## config.mk

```make
export PLATFORM = sky130hd
export DESIGN_NAME = interrupt_controller_flat
export DESIGN_NICKNAME = d
export VERILOG_FILES = /design/src/rtl/interrupt_controller_if.sv /design/src/rtl/interrupt_controller.sv /design/src/flat_wrapper.sv
export SDC_FILE = /design/constraint.sdc
export NUM_CORES = 1
export LEC_CHECK = 0
export CORE_MARGIN = 8
export CORE_UTILIZATION = 35
export CTS_BUF_LIST = sky130_fd_sc_hd__clkbuf_4 sky130_fd_sc_hd__clkbuf_8
export DETAILED_ROUTE_END_ITERATION = 10
export HOLD_SLACK_MARGIN = 0.12
export PLACE_DENSITY = 0.78
export SLEW_MARGIN = 20
export SYNTH_ARGS = -nofsm -noshare
export SYNTH_HDL_FRONTEND = slang
export SYNTH_SLANG_ARGS = --single-unit
```

## constraint.sdc

```tcl
create_clock -name clk -period 1.4 [get_ports clk]
set_clock_uncertainty 0.1 [all_clocks]
set_input_delay 0.21 -clock clk [delete_from_list [all_inputs] [get_ports clk]]
set_output_delay 0.21 -clock clk [all_outputs]
set_load 0.01 [all_outputs]
```

## src/rtl/interrupt_controller_if.sv

```systemverilog
// Handshake bundle between the interrupt front-end and the multi-cycle MIPS ControlUnit.
// master = interrupt front-end side, slave = ControlUnit side.
interface interrupt_controller_if;
    logic        nmint;
    logic        interrupt;
    logic        busy;
    logic [31:0] vector_addr;
    logic [31:0] epc;
    logic        savePC;
    logic        INA;
    logic [31:0] pcinput;
    logic        int_done;

    modport master (
        output nmint, interrupt, busy, vector_addr, epc,
        input  savePC, INA, pcinput, int_done
    );

    modport slave (
        input  nmint, interrupt, busy, vector_addr, epc,
        output savePC, INA, pcinput, int_done
    );
endinterface

```

## src/rtl/interrupt_controller.sv

```systemverilog
// Interrupt front-end for the MIPS ControlUnit: synchronises IRQ/NMI lines, masks, prioritises,
// captures EPC and supplies the handler vector. Define INTC_LEVEL_MODE_EN for level-sensitive IRQs.
module interrupt_controller #(
    parameter int          NUM_IRQ    = 4,
    parameter logic [31:0] MI_BASE    = 32'h0000_0040,
    parameter logic [31:0] VEC_STRIDE = 32'h0000_0010,
    parameter logic [31:0] NMI_VECTOR = 32'h0000_0080,
    parameter int          ID_W       = (NUM_IRQ > 1) ? $clog2(NUM_IRQ) : 1
) (
    input  logic                 clk,
    input  logic                 rst_n,
    input  logic [NUM_IRQ-1:0]   irq_in,
    input  logic                 nmi_in,
    input  logic                 mask_wr,
    input  logic [NUM_IRQ-1:0]   mask_wdata,
    interrupt_controller_if.master cu,
    output logic [ID_W-1:0]      irq_id,
    output logic [NUM_IRQ-1:0]   irq_mask,
    output logic                 in_service
);

    typedef enum logic [1:0] {IDLE, SVC_MI, SVC_NMI} state_t;

    function automatic logic [31:0] mi_vector(input logic [ID_W-1:0] s);
        return MI_BASE + (32'(s) * VEC_STRIDE);
    endfunction

    state_t               state_q, state_d;
    logic [NUM_IRQ-1:0]   irq_sync_p0, irq_sync_p1;
    logic                 nmi_sync_p0, nmi_sync_p1, nmi_sync_p2;
    logic [2:0]           prime_q;
    logic                 primed;
    logic [NUM_IRQ-1:0]   pending_q, pending_d;
    logic                 nmi_pending_q, nmi_pending_d;
    logic [NUM_IRQ-1:0]   irq_mask_q;
    logic [NUM_IRQ-1:0]   req;
    logic [ID_W-1:0]      sel;
    logic [31:0]          epc_q;
    logic [31:0]          vector_q;
    logic [ID_W-1:0]      irq_id_q;
    logic                 in_service_q;
    logic                 take_mi, take_nmi, leave;
    logic                 nmi_rise;

    // Lines held high through reset are not edges: detection waits until the whole chain
    // has sampled the post-reset input.
    assign primed = prime_q[2];

    // Stage p0/p1: two-flop synchronisers; p2 holds the previous synchronised value for edge detect
    always_ff @(posedge clk or negedge rst_n) begin
        if (!rst_n) begin
            irq_sync_p0 <= '0;
            irq_sync_p1 <= '0;
            nmi_sync_p0 <= 1'b0;
            nmi_sync_p1 <= 1'b0;
            nmi_sync_p2 <= 1'b0;
            prime_q     <= '0;
        end else begin
            irq_sync_p0 <= irq_in;
            irq_sync_p1 <= irq_sync_p0;
            nmi_sync_p0 <= nmi_in;
            nmi_sync_p1 <= nmi_sync_p0;
            nmi_sync_p2 <= nmi_sync_p1;
            prime_q     <= {prime_q[1:0], 1'b1};
        end
    end

    assign nmi_rise = nmi_sync_p1 & ~nmi_sync_p2 & primed;

`ifdef INTC_LEVEL_MODE_EN
    always_comb begin
        pending_d = irq_sync_p1;
    end
`else
    logic [NUM_IRQ-1:0] irq_sync_p2;
    logic [NUM_IRQ-1:0] irq_rise;

    always_ff @(posedge clk or negedge rst_n) begin
        if (!rst_n) irq_sync_p2 <= '0;
        else        irq_sync_p2 <= irq_sync_p1;
    end

    assign irq_rise = irq_sync_p1 & ~irq_sync_p2 & {NUM_IRQ{primed}};

    // Acknowledge clears first so a same-cycle new edge keeps the bit set.
    always_comb begin
        pending_d = pending_q;
        if (take_mi) pending_d[sel] = 1'b0;
        pending_d = pending_d | irq_rise;
    end
`endif

    assign req = pending_q & irq_mask_q;

    always_comb begin
        sel = '0;
        for (int i = NUM_IRQ - 1; i >= 0; i--) begin
            if (req[i]) sel = ID_W'(i);
        end
    end

    always_comb begin
        nmi_pending_d = nmi_pending_q;
        if (take_nmi) nmi_pending_d = 1'b0;
        if (nmi_rise) nmi_pending_d = 1'b1;
    end

    always_comb begin
        state_d  = state_q;
        take_mi  = 1'b0;
        take_nmi = 1'b0;
        leave    = 1'b0;
        case (state_q)
            IDLE: begin
                if (cu.savePC) begin
                    if (cu.INA) begin
                        take_mi = 1'b1;
                        state_d = SVC_MI;
                    end else begin
                        take_nmi = 1'b1;
                        state_d  = SVC_NMI;
                    end
                end
            end
            SVC_MI, SVC_NMI: begin
                if (cu.int_done && !cu.savePC) begin
                    leave   = 1'b1;
                    state_d = IDLE;
                end
            end
            default: state_d = IDLE;
        endcase
    end

    always_ff @(posedge clk or negedge rst_n) begin
        if (!rst_n) state_q <= IDLE;
        else        state_q <= state_d;
    end

    // Stage p3: architectural state and registered vector
    always_ff @(posedge clk or negedge rst_n) begin
        if (!rst_n) begin
            pending_q     <= '0;
            nmi_pending_q <= 1'b0;
            irq_mask_q    <= '0;
            epc_q         <= '0;
            irq_id_q      <= '0;
            in_service_q  <= 1'b0;
            vector_q      <= NMI_VECTOR;
        end else begin
            pending_q     <= pending_d;
            nmi_pending_q <= nmi_pending_d;
            if (mask_wr) irq_mask_q <= mask_wdata;
            if (take_mi || take_nmi) begin
                epc_q        <= cu.pcinput;
                in_service_q <= 1'b1;
            end else if (leave) begin
                in_service_q <= 1'b0;
            end
            if (take_mi) irq_id_q <= sel;
            vector_q <= nmi_pending_q ? NMI_VECTOR : mi_vector(sel);
        end
    end

    assign cu.interrupt   = (|req) & ~in_service_q;
    assign cu.nmint       = nmi_pending_q & ~in_service_q;
    assign cu.busy        = in_service_q | (state_q != IDLE);
    assign cu.vector_addr = vector_q;
    assign cu.epc         = epc_q;
    assign irq_id         = irq_id_q;
    assign irq_mask       = irq_mask_q;
    assign in_service     = in_service_q;

endmodule

```

## src/flat_wrapper.sv

```systemverilog
// flat-port wrapper written by rule: the top's interface ports become plain ports
module interrupt_controller_flat 
#(
    parameter int          NUM_IRQ    = 4,
    parameter logic [31:0] MI_BASE    = 32'h0000_0040,
    parameter logic [31:0] VEC_STRIDE = 32'h0000_0010,
    parameter logic [31:0] NMI_VECTOR = 32'h0000_0080,
    parameter int          ID_W       = (NUM_IRQ > 1) ? $clog2(NUM_IRQ) : 1
)
  (clk, rst_n, irq_in, nmi_in, mask_wr, mask_wdata, irq_id, irq_mask, in_service, cu_nmint, cu_interrupt, cu_busy, cu_vector_addr, cu_epc, cu_savePC, cu_INA, cu_pcinput, cu_int_done);
  interrupt_controller_if cu_i ();
  input  logic clk;
  input  logic rst_n;
  input  logic [NUM_IRQ-1:0] irq_in;
  input  logic nmi_in;
  input  logic mask_wr;
  input  logic [NUM_IRQ-1:0] mask_wdata;
  output logic [ID_W-1:0] irq_id;
  output logic [NUM_IRQ-1:0] irq_mask;
  output logic in_service;
  output wire logic [$bits(cu_i.nmint)-1:0] cu_nmint;
  output wire logic [$bits(cu_i.interrupt)-1:0] cu_interrupt;
  output wire logic [$bits(cu_i.busy)-1:0] cu_busy;
  output wire logic [$bits(cu_i.vector_addr)-1:0] cu_vector_addr;
  output wire logic [$bits(cu_i.epc)-1:0] cu_epc;
  input wire logic [$bits(cu_i.savePC)-1:0] cu_savePC;
  input wire logic [$bits(cu_i.INA)-1:0] cu_INA;
  input wire logic [$bits(cu_i.pcinput)-1:0] cu_pcinput;
  input wire logic [$bits(cu_i.int_done)-1:0] cu_int_done;
  assign cu_nmint = cu_i.nmint;
  assign cu_interrupt = cu_i.interrupt;
  assign cu_busy = cu_i.busy;
  assign cu_vector_addr = cu_i.vector_addr;
  assign cu_epc = cu_i.epc;
  assign cu_i.savePC = cu_savePC;
  assign cu_i.INA = cu_INA;
  assign cu_i.pcinput = cu_pcinput;
  assign cu_i.int_done = cu_int_done;
  interrupt_controller #(.NUM_IRQ(NUM_IRQ), .MI_BASE(MI_BASE), .VEC_STRIDE(VEC_STRIDE), .NMI_VECTOR(NMI_VECTOR), .ID_W(ID_W)) u_core (.clk(clk), .rst_n(rst_n), .irq_in(irq_in), .nmi_in(nmi_in), .mask_wr(mask_wr), .mask_wdata(mask_wdata), .cu(cu_i), .irq_id(irq_id), .irq_mask(irq_mask), .in_service(in_service));
endmodule
```

Yosys cells after proc, flatten, opt, wreduce, memory -nomap -nowiden
Index checks and enable logic that the tools add are counted.

word-level totals
  bits in registers = 96
  input bits = 47
  output and inout port bits = 74
  logic and storage cells = 71

cells by class
  add/subtract/negate cells = 1
  order comparisons = 2
  equality and inequality tests = 4
  mux-type cells = 24
  bitwise gates (word level) = 14
  reductions and logical operators = 11

operators by type and width
  cell                                                                           count
  32-bit two-way mux                                                             1
  4-bit bitwise AND                                                              4
  2-bit two-way mux                                                              7
  1-bit two-way mux                                                              13
  7-bit by 6-bit adder with 8-bit output (first input constant)                  1
  4-bit NOT                                                                      2
  2-bit nonzero test                                                             3
  1-bit bitwise AND                                                              4
  4-bit two-way mux                                                              1
  4-bit OR                                                                       1
  2-bit one-hot mux with 2 select lines                                          1
  4-bit OR reduction                                                             1
  2-bit by 3-bit less-than comparator with 1-bit output (second input constant)  1
  1-bit demux with 2-bit select                                                  1
  2-bit by 1-bit == test with 1-bit output (second input constant)               1
  2-bit == test (second input constant)                                          1
  2-bit by 1-bit >= comparator with 1-bit output (second input constant)         1
  1-bit logical AND                                                              2
  2-bit logical NOT                                                              1
  2-bit by 1-bit inequality test with 1-bit output (second input constant)       1
  2-bit inequality test (second input constant)                                  1
  1-bit NOT                                                                      2
  2-bit AND reduction                                                            1
  2-bit OR reduction                                                             1
  other kinds (3)                                                                3

Logic depth before layout (Yosys ltp)
Gate-level depths: netlist (run 1).

  depth in word-level cells = 13
  gate-level depth with buffers = 6

Worst setup path before layout (run 1)
Ideal clock, no wire load.

  path kind = reg-to-reg
  from = reg u_core.state_q[0]
  to = reg u_core.epc_q[10] (netlist: u_core.cu.epc[10])
  library setup time = 125 ps
  data arrival time = 1,245 ps
  setup slack = -69 ps
  cell stages (with the launch flop) = 6
  clock period less this slack = 1,469 ps
  cell sequence = dfrtp_1 > inv_1 > ha_1 > nand2_2 > buf_6 > mux2_2

on the way
  cells in the longest elaborated chain, start to end = 3
  elaborated cells between the ends (all ways) = 4
  classes of those cells = mux (2); reduce/logical (2)

RTL lines
  item                    RTL line                     source
  from (decl)             interrupt_controller.sv:28   state_t state_q, state_d;
  from (signal assigned)  interrupt_controller.sv:137  else state_q <= state_d;
  2-bit logical NOT *     interrupt_controller.sv:113  case (state_q)
  1-bit two-way mux       interrupt_controller.sv:113
  1-bit logical OR *      interrupt_controller.sv:154  if (take_mi || take_nmi) begin
  to (signal assigned)    interrupt_controller.sv:155  epc_q <= cu.pcinput;
  to (decl)               interrupt_controller.sv:38   logic [31:0] epc_q;

Every way passes the cells marked *; elsewhere a longest branch is shown, timed or not.
A chain may end at the register's enable or synchronous reset.

Worst setup path in the final report (run 1)
  from = reg u_core.pending_q[3]
  to = out cu_interrupt

on the way
  cells in the longest elaborated chain, start to end = 3

RTL lines
  item                    RTL line                     source
  from (decl)             interrupt_controller.sv:33   logic [NUM_IRQ-1:0] pending_q, pending_d;
  from (signal assigned)  interrupt_controller.sv:151  pending_q <= pending_d;
  4-bit bitwise AND       interrupt_controller.sv:93   assign req = pending_q & irq_mask_q;
  4-bit OR reduction      interrupt_controller.sv:165  assign cu.interrupt = (|req) & ~in_service_q;
  1-bit bitwise AND       interrupt_controller.sv:165
  to (decl)               flat_wrapper.sv:22           output wire logic [$bits(cu_i.interrupt)-1:0] cu_interrupt;

Every way passes these cells.

==> metrics.txt, run 1 <==
mapped cell area 0.00269 mm²; port bufs 92; Clock Tree Root clkbuf_8; post-DP HPWL 4810 µm; sequential power share 0.373; Crit-path slowest cell dfrtp_1; crit share post-route 1.08; std cell rows 32; clock buffer depth 2; CTS H-tree lvls 3; Mean Syn Cell Area 14.1 µm²; Area contributors post-synth dfrtp_1 (62%), mux2_2 (15%), buf_4 (8.1%), buf_6 (1.3%), dfstp_2 (0.98%); TritonCTS clock tree built; crit path kind register to primary output; Final min period 1.51 ns; status finished with violations; Critical Path AT 1.20 ns; Initial Utilization 0.355; Top delay family on crit path flip-flops; Setup crit end kind primary output; Async SR Flop Fraction 1.00; setup slack, reg-to-reg -0.08 ns; GR Util All Layers 0.123; reg2reg start u_core.state_q[1]$_DFFE_PN0P_; leading area contributor after synthesis dfrtp_1; RSZ-0062 raised after global routing yes; core box area 0.00757 mm²; DR vias 1,819; most instantiated cells after synthesis dfrtp_1 (67), mux2_2 (36), buf_4 (29); endpoints failing setup 36; Stages on worst setup path 3; Final GP Congestion 0.770; failing checks negative setup slack; first-pass GRT wire length 10,600 µm; Post-synth EDFFs 0; r2r endpoint u_core.cu.epc[8]$_DFFE_PN0P_; Routed Antenna Nets 0; antenna violations before repair 0; routed len/inst 15.6 µm; Seq/Total Area, Yosys 0.633; Fillers 654; nets 365; clk sinks 68; Worst Setup Start Kind register; Final Slew Violations 0; CP cell instances a22oi_2 -> a21oi_2 -> buf_2; Switch Pwr 2.45 mW; vias per cell 4.30; multi-input combinational cell area 895 µm²; top cell type's share of synthesized area 0.623; number of remaining DRC errors 0; worst skew pair latency 0.34 ns; Critical path origin u_core.pending_q[3]$_DFF_PN0_; top-count cell post-synth dfrtp_1; 1st-pass router iterations 3; Clk pwr share 0.226; maximum clock frequency 662 MHz; worst hold stages 1; vias in the first global route 2,086; worst endpoint required time 1.09 ns; Sw Ratio 0.308; slowest stage delay, CP 0.40 ns; Final Hold Fails 0; Pwr per Cell Area 1940 mW/mm²; # IOs 121; global route total overflow 0; largest net degree at the start of global routing 69; static leakage 1.90 nW; flops & latches, synth 68; Layout Utilization 0.543; worst hold path class input pin to register; Comb pwr share 0.401; synth unique cells 31; Antenna Cells 0; reg2reg path depth 5; drt initial violations 65; pre-CTS setup slack -0.242 ns; die area 0.0107 mm²; worst setup path end cu_interrupt; layout cells sized above 1 0.324; die height 104 µm; Num CTS Buffers 9; die width 104 µm; worst setup margin -0.110 ns; Ys Warns 0; Area Growth Syn to Fin 52.9%; Cells after Synth 191; CTS clk-pin slew, worst paths 0.07 ns; ys flop type dfrtp_1; Bufs and invs on worst path 1; Max Cap Violations 0; Peak VDD IR 0.000962 V; final WL 6590 µm; internal power 5.51 mW; CP Max Fanout 2; FF+latch area 0.00170 mm²
power by group through the flow:
| stage | clock network, mW | registers [mW] | logic (mW) |
|---|---|---|---|
| 2_1_floorplan | 0 | 3.28 | 1.11 |
| 3_3_place_gp | 0 | 2.98 | 3.15 |
| 3_5_place_dp | 0 | 3.02 | 3.22 |
| 4_1_cts | 1.85 | 2.97 | 3.05 |
| 5_1_grt | 1.94 | 3.06 | 3.44 |
| 6_report | 1.80 | 2.97 | 3.19 |
repair_timing:
item	4_1_cts	5_1_grt
hold endpoints to repair	68	0
resized for setup	88	13
cloned	1	1
setup endpoints to repair	84	44
pin swaps	5	5
buffers inserted	4	2
hold buffers	1	0
cell type report:
cell class / instances / share of cell area
well taps: 102 / 0.0310
flip-flops and latches: 68 / 0.414
clock inverters: 4 / 0.0176
inverters: 7 / 0.00639
clock buffers: 11 / 0.0368
repair buffers: 120 / 0.277
multi-input cells: 111 / 0.218
placed cells by master, fill, tap and decap left out, types with 2 or more instances in the layout:
| cell type | synthesis | layout |
|---|---|---|
| a22o_1 | 2 | 2 |
| a2bb2oi_1 | 2 | 2 |
| a31oi_1 | 3 | 3 |
| buf_12 | 0 | 2 |
| buf_2 | 0 | 7 |
| buf_4 | 29 | 18 |
| buf_6 | 3 | 8 |
| bufinv_16 | 0 | 2 |
| clkbuf_8 | 0 | 11 |
| clkdlybuf4s50_1 | 0 | 45 |
| conb_1 | 2 | 29 |
| dfrtp_1 | 67 | 67 |
| dlygate4sd2_1 | 0 | 37 |
| inv_1 | 7 | 5 |
| inv_2 | 0 | 2 |
| mux2_2 | 36 | 36 |
| nand2_1 | 7 | 7 |
| nand2b_4 | 1 | 2 |
| nand3b_1 | 3 | 3 |
| nor2_1 | 6 | 5 |
| o21ai_1 | 1 | 4 |
worst min-delay path by stage:
stage                                      end  slack [ns]       from
2_1_floorplan     u_core.cu.epc[0]$_DFFE_PN0P_       -0.19      rst_n
3_3_place_gp   u_core.irq_sync_p0[2]$_DFF_PN0_        0.16      rst_n
3_5_place_dp      u_core.irq_id[0]$_DFFE_PN0P_        0.16      rst_n
4_1_cts           u_core.nmi_sync_p0$_DFF_PN0_        0.19     nmi_in
5_1_grt        u_core.irq_sync_p0[0]$_DFF_PN0_        0.20  irq_in[0]
6_report          u_core.nmi_sync_p0$_DFF_PN0_        0.21     nmi_in
metal layers:
layer,GRT usage,up-vias,routed length [µm],part of all wire
met3,0.0576,10,497,0.075
met4,0.0465,0,85,0.013
met5,0,-,0,0
met1,0.129,895,2470,0.37
met2,0.212,61,3540,0.54
li1,-,853,-,-
state kept, by name, indices dropped and copies added (netlist names):
name / count
u_core.pending_q: 4
u_core.nmi_sync_p0: 1
u_core.in_service: 1
u_core.irq_id: 2
u_core.irq_sync_p2: 4
u_core.irq_mask: 4
u_core.nmi_pending_q: 1
u_core.state_q: 2
u_core.cu.vector_addr: 4
u_core.cu.epc: 32
u_core.nmi_sync_p2: 1
u_core.nmi_sync_p1: 1
u_core.irq_sync_p0: 4
u_core.irq_sync_p1: 4
u_core.prime_q: 3
logic make-up (layout without fill, tap and decap cells):
family	count (synthesis)	count (layout)	synth area share
other	2	29	0.00279
and+or+nand+nor	24	24	0.0465
buffers and inverters	39	142	0.103
DFF	68	68	0.633
adders and majority gates	1	1	0.00465
muxes	36	36	0.151
AOI/OAI and AO/OA	21	21	0.0591
through the flow:
stage / instance area (µm²) / TNS [ns] / power (mW) / hold WS, ns / instances
finish: 4110 / -2.38 / 7.96 / 0.205 / 423
global route: 4110 / -4.61 / 8.44 / 0.197 / 423
CTS: 4020 / -1.31 / 7.87 / 0.187 / 420
detailed placement: 3760 / -7.49 / 6.24 / 0.159 / 400
global placement: 3760 / -6.00 / 6.13 / 0.157 / 400
floorplan: 2790 / -0.510 / 4.39 / -0.186 / 218
(Power assumes the default switching activity.)
==> run 2, diff against run 1 <==
- CAP_MARGIN: unset -> 20
- PLACE_DENSITY: 0.78 -> 0.83
==> metrics.txt, run 2 (synthesis results as in run 1) <==
Hold Path Origin nmi_in; Routed Antenna Nets 0; Final min period 1.53 ns; first-pass GRT wire length 11,000 µm; Final Slew Violations 0; routed len/inst 15.9 µm; static leakage 1.94 nW; Largest register FFs 32; vias per cell 4.26; drt initial violations 78; Inst Count DP 402; largest net degree at the start of global routing 69; worst endpoint required time 1.52 ns; clk sinks 68; DR vias 1,828; # IOs 121; Sw Ratio 0.321; post-route setup TNS -3.83 ns; port bufs 92; GR Util All Layers 0.127; number of remaining DRC errors 0; std cell rows 32; post-DP HPWL 4870 µm; status finished with violations; Final Hold Fails 0; Switch Pwr 2.57 mW; vias in the first global route 2,125; Final GP Congestion 0.756; Max Cap Violations 0; Setup crit end kind register; die height 104 µm; CTS H-tree lvls 3; Initial Utilization 0.355; global route total overflow 0; CTS clk-pin slew, worst paths 0.08 ns; Bufs and invs on worst path 3; reg2reg start u_core.state_q[1]$_DFFE_PN0P_; Clk pwr share 0.207; TritonCTS clock tree built; pre-CTS setup slack -0.216 ns; CP cell instances inv_2 -> ha_4 -> buf_12 -> nand2_8 -> buf_12 -> mux2_2; Pwr per Cell Area 1910 mW/mm²; worst skew pair latency 0.34 ns; core box area 0.00757 mm²; worst hold path class input pin to register; final WL 6830 µm; RSZ-0062 raised after global routing yes; crit share post-route 1.09; die area 0.0107 mm²; internal power 5.43 mW; layout cells sized above 1 0.340; Crit path top cell by count buf_12; Final Non-Filler Cells 429; Top delay family on crit path flip-flops; nets 369; Worst Setup Start Kind register; antenna violations before repair 1; 1st-pass router iterations 5; slowest stage delay, CP 0.37 ns; commonest non-fill, non-tap cell in the layout dfrtp_1; Num CTS Buffers 9; Crit-path slowest cell dfrtp_1; failing checks negative setup slack; sequential power share 0.373; die width 104 µm; Critical path origin u_core.state_q[1]$_DFFE_PN0P_; Area Growth Syn to Fin 55.7%; most frequent cells in the layout dfrtp_1 (67), clkdlybuf4s50_1 (44), dlygate4sd2_1 (37); Comb pwr share 0.420; Power, Total 8.00 mW; CP Max Fanout 12; crit path kind register to register; endpoints failing setup 40; Clock Tree Root clkbuf_8; Peak VDD IR 0.000940 V; worst setup margin -0.128 ns; clock buffer depth 2; Critical Path AT 1.64 ns; maximum clock frequency 655 MHz
run 2: changes by cell type in the layout (fill, tap and decap cells not counted), sizes merged:
cell,before,now
dlymetal6s2s,0,1
clkbuf,12,10
bufinv,2,1
diode,0,1
clkdlybuf4s50,45,44
inv,7,8
buf,36,41
clkinv,1,3
run 2: path summary, 6_finish.rpt:
kind / to / slack (ns) / depth (start not counted)
max: u_core.cu.epc[17]$_DFFE_PN0P_ / -0.13 / 6
min: u_core.nmi_sync_p0$_DFF_PN0_ / 0.20 / 1
max reg2reg: u_core.cu.epc[17]$_DFFE_PN0P_ / -0.13 / 6
min reg2reg: u_core.irq_sync_p1[1]$_DFF_PN0_ / 0.25 / 0
max in group asynchronous: u_core.cu.vector_addr[7]$_DFF_PN1_ / 0.56 / 3
min in group asynchronous: u_core.irq_sync_p0[2]$_DFF_PN0_ / 0.33 / 3
run 2: cell type report:
type / instances / area (µm²)
Fill cell: 629 / 3380
Multi-Input combinational cell: 111 / 938
Tap cell: 102 / 128
Clock buffer: 10 / 138
Antenna cell: 1 / 2.50
Sequential cell: 68 / 1700
Inverter: 7 / 26.3
Timing Repair Buffer: 124 / 1180
Clock inverter: 6 / 72.6
run 2: per-stage QoR:
stage                      util  cell area, µm²  hold slack [ns]
after detailed placement  0.499            3780            0.160
final                     0.553            4190            0.205
after floorplan               -            2790           -0.186
after global placement    0.499            3780            0.155
after CTS                 0.539            4080            0.191
after global routing      0.553            4190            0.193
run 2: power groups by stage:
stage	Sequential, mW	Clock [mW]	Combinational [mW]
CTS	2.97	1.71	3.14
floorplan	3.28	0	1.11
global route	3.07	1.81	3.61
global placement	3.00	0	3.16
finish	2.98	1.66	3.36
detailed placement	3.03	0	3.24
run 2: layer usage:
| layer | wire, µm | GRT usage |
|---|---|---|
| met5 | 0 | 0 |
| met4 | 116 | 0.0507 |
| met2 | 3590 | 0.217 |
| met1 | 2630 | 0.135 |
| met3 | 497 | 0.0564 |
run 2: worst reg2reg max path, cell delays in order, from the launching register on:
cell and delay, ns:
dfrtp_1 0.37, inv_2 0.06, ha_4 0.18, buf_12 0.13
nand2_8 0.09, buf_12 0.14, mux2_2 0.34
run 2: timing repair:
item                                    4_1_cts  5_1_grt
gates resized for setup                      94       20
cloned                                        1        0
buffers inserted                              6        4
pin swaps                                     3        4
hold buffers                                  1        0
endpoints found under the setup margin       86       45
hold endpoints to repair                     68        0
==> run 3, diff against run 2 <==
- HOLD_SLACK_MARGIN: 0.12 -> 0.15
- clock period: 1.4 -> 1.3 ns (I/O delays scaled with it)
==> metrics.txt, run 3 (synthesis results as in run 1) <==
reg2reg start u_core.state_q[0]$_DFFE_PN0P_; Comb pwr share 0.463; most frequent cells in the layout dfrtp_1 (66), clkdlybuf4s50_1 (45), mux2_4 (31); vias per cell 4.37; Max Cap Violations 0; Sw Ratio 0.336; CTS clk-pin slew, worst paths 0.09 ns; static leakage 2.07 nW; worst hold path class input pin to register; Final Slew Violations 0; Antenna Cells 0; CTS H-tree lvls 3; maximum clock frequency 637 MHz; post-DP HPWL 4850 µm; Final min period 1.57 ns; worst setup margin -0.270 ns; Power, Total 9.10 mW; Switch Pwr 3.06 mW; sequential power share 0.359; endpoints failing setup 50; worst endpoint required time 1.43 ns; layout cells sized above 1 0.434; Worst Setup Start Kind register; port bufs 92; worst skew pair latency 0.34 ns; number of remaining DRC errors 0; nets 377; core box area 0.00757 mm²; Critical path origin u_core.state_q[0]$_DFFE_PN0P_; Setup crit end kind register; CP cell instances inv_2 -> ha_4 -> buf_6 -> nand2_8 -> clkbuf_16 -> mux2_4; DR vias 1,904; antenna violations before repair 0; failing checks negative setup slack; Final Non-Filler Cells 436; Crit-path slowest cell dfrtp_1; vias in the first global route 2,089; final WL 7310 µm; std cell rows 32; drt initial violations 71; Area Growth Syn to Fin 62.9%; crit share post-route 1.21; internal power 6.04 mW; crit path kind register to register; Hold Path Origin nmi_in; clk sinks 68; die height 104 µm; Peak VDD IR 0.00111 V; Final Hold Fails 0; commonest non-fill, non-tap cell in the layout dfrtp_1; Pwr per Cell Area 2080 mW/mm²; clock buffer depth 2; Final GP Congestion 0.775; global route total overflow 0; CP Max Fanout 6; Bufs and invs on worst path 3; # IOs 121; status finished with violations; Largest register FFs 32; Clock Tree Root clkbuf_8; routed len/inst 16.8 µm; RSZ-0062 raised after global routing yes; Initial Utilization 0.355; GR Util All Layers 0.133; Top delay family on crit path flip-flops; Critical Path AT 1.70 ns; TritonCTS clock tree built; die width 104 µm; largest net degree at the start of global routing 69; 1st-pass router iterations 4; post-route setup TNS -9.99 ns; Clk pwr share 0.177; Routed Antenna Nets 0; die area 0.0107 mm²; slowest stage delay, CP 0.41 ns; first-pass GRT wire length 11,400 µm; Num CTS Buffers 9; Inst Count DP 401
[run 3: changes by cell type in the layout (fill, tap and decap cells not counted), moves of 2 or more]
cell	before	now
dlygate4sd2_1	37	0
mux2_2	31	5
mux2_4	5	31
clkbuf_2	0	18
clkdlybuf4s15_1	0	18
buf_6	10	24
buf_2	7	4
buf_4	19	16
nor2_1	5	3
nor2_2	0	2
o21ai_0	2	0
o21ai_2	1	3
[run 3: power groups by stage]
stage	clock network [mW]	logic (mW)	registers, mW
after detailed placement	0	3.54	3.26
after CTS	1.63	4.00	3.24
after floorplan	0	1.25	3.54
final	1.61	4.22	3.27
after global routing	1.75	4.50	3.36
after global placement	0	3.46	3.21
[run 3: what timing repair did]
| action | in CTS | in global routing |
|---|---|---|
| buffers inserted | 12 | 8 |
| gates resized for setup | 166 | 49 |
| cloned | 2 | 1 |
| endpoints found under the hold margin | 68 | 0 |
| endpoints found under the setup margin | 87 | 73 |
| pin swaps | 7 | 9 |
| hold buffers | 1 | 0 |
[run 3: worst register-to-register path, delay by kind of cell (launching register included)]
kind	cells	cell delay (ns)
buf+inv	3	0.41
flops	1	0.41
mux	1	0.29
fa+ha+maj	1	0.14
simple gates	1	0.10
[run 3: per-stage QoR]
stage          worst slack (ns)   util  hold slack (ns)  area (µm²)
2_1_floorplan           -0.0454      -           -0.201        2820
3_3_place_gp             -0.253  0.501            0.140        3790
3_5_place_dp             -0.309  0.501            0.149        3790
4_1_cts                  -0.248  0.569            0.169        4300
5_1_grt                  -0.305  0.579            0.168        4380
6_report                 -0.270  0.579            0.189        4380
[run 3: path summary, 6_finish.rpt]
| path | end | slack (ns) | cells after the start |
|---|---|---|---|
| max in group asynchronous | u_core.cu.vector_addr[7]$_DFF_PN1_ | 0.49 | 3 |
| worst max-delay path | u_core.cu.epc[31]$_DFFE_PN0P_ | -0.27 | 6 |
| worst max register to register | u_core.cu.epc[31]$_DFFE_PN0P_ | -0.27 | 6 |
| worst min-delay path | u_core.nmi_sync_p0$_DFF_PN0_ | 0.19 | 1 |
| min in group asynchronous | u_core.irq_sync_p2[1]$_DFF_PN0_ | 0.29 | 3 |
| worst min register to register | u_core.irq_sync_p1[3]$_DFF_PN0_ | 0.25 | 0 |
[run 3: cell type report]
cell class / instances / area (µm²)
Clock buffer: 9 / 124
Inverter: 7 / 26.3
Fill cell: 603 / 3190
Clock inverter: 7 / 58.8
Tap cell: 102 / 128
Multi-Input combinational cell: 111 / 1060
Timing Repair Buffer: 132 / 1280
Sequential cell: 68 / 1700
[run 3: routing by layer]
layer  GRT usage  share of wire  vias up
li1            -              -      872
met4      0.0589          0.019        0
met1       0.137           0.36      943
met3      0.0632          0.089       14
met2       0.226           0.53       75
met5           0              0        -
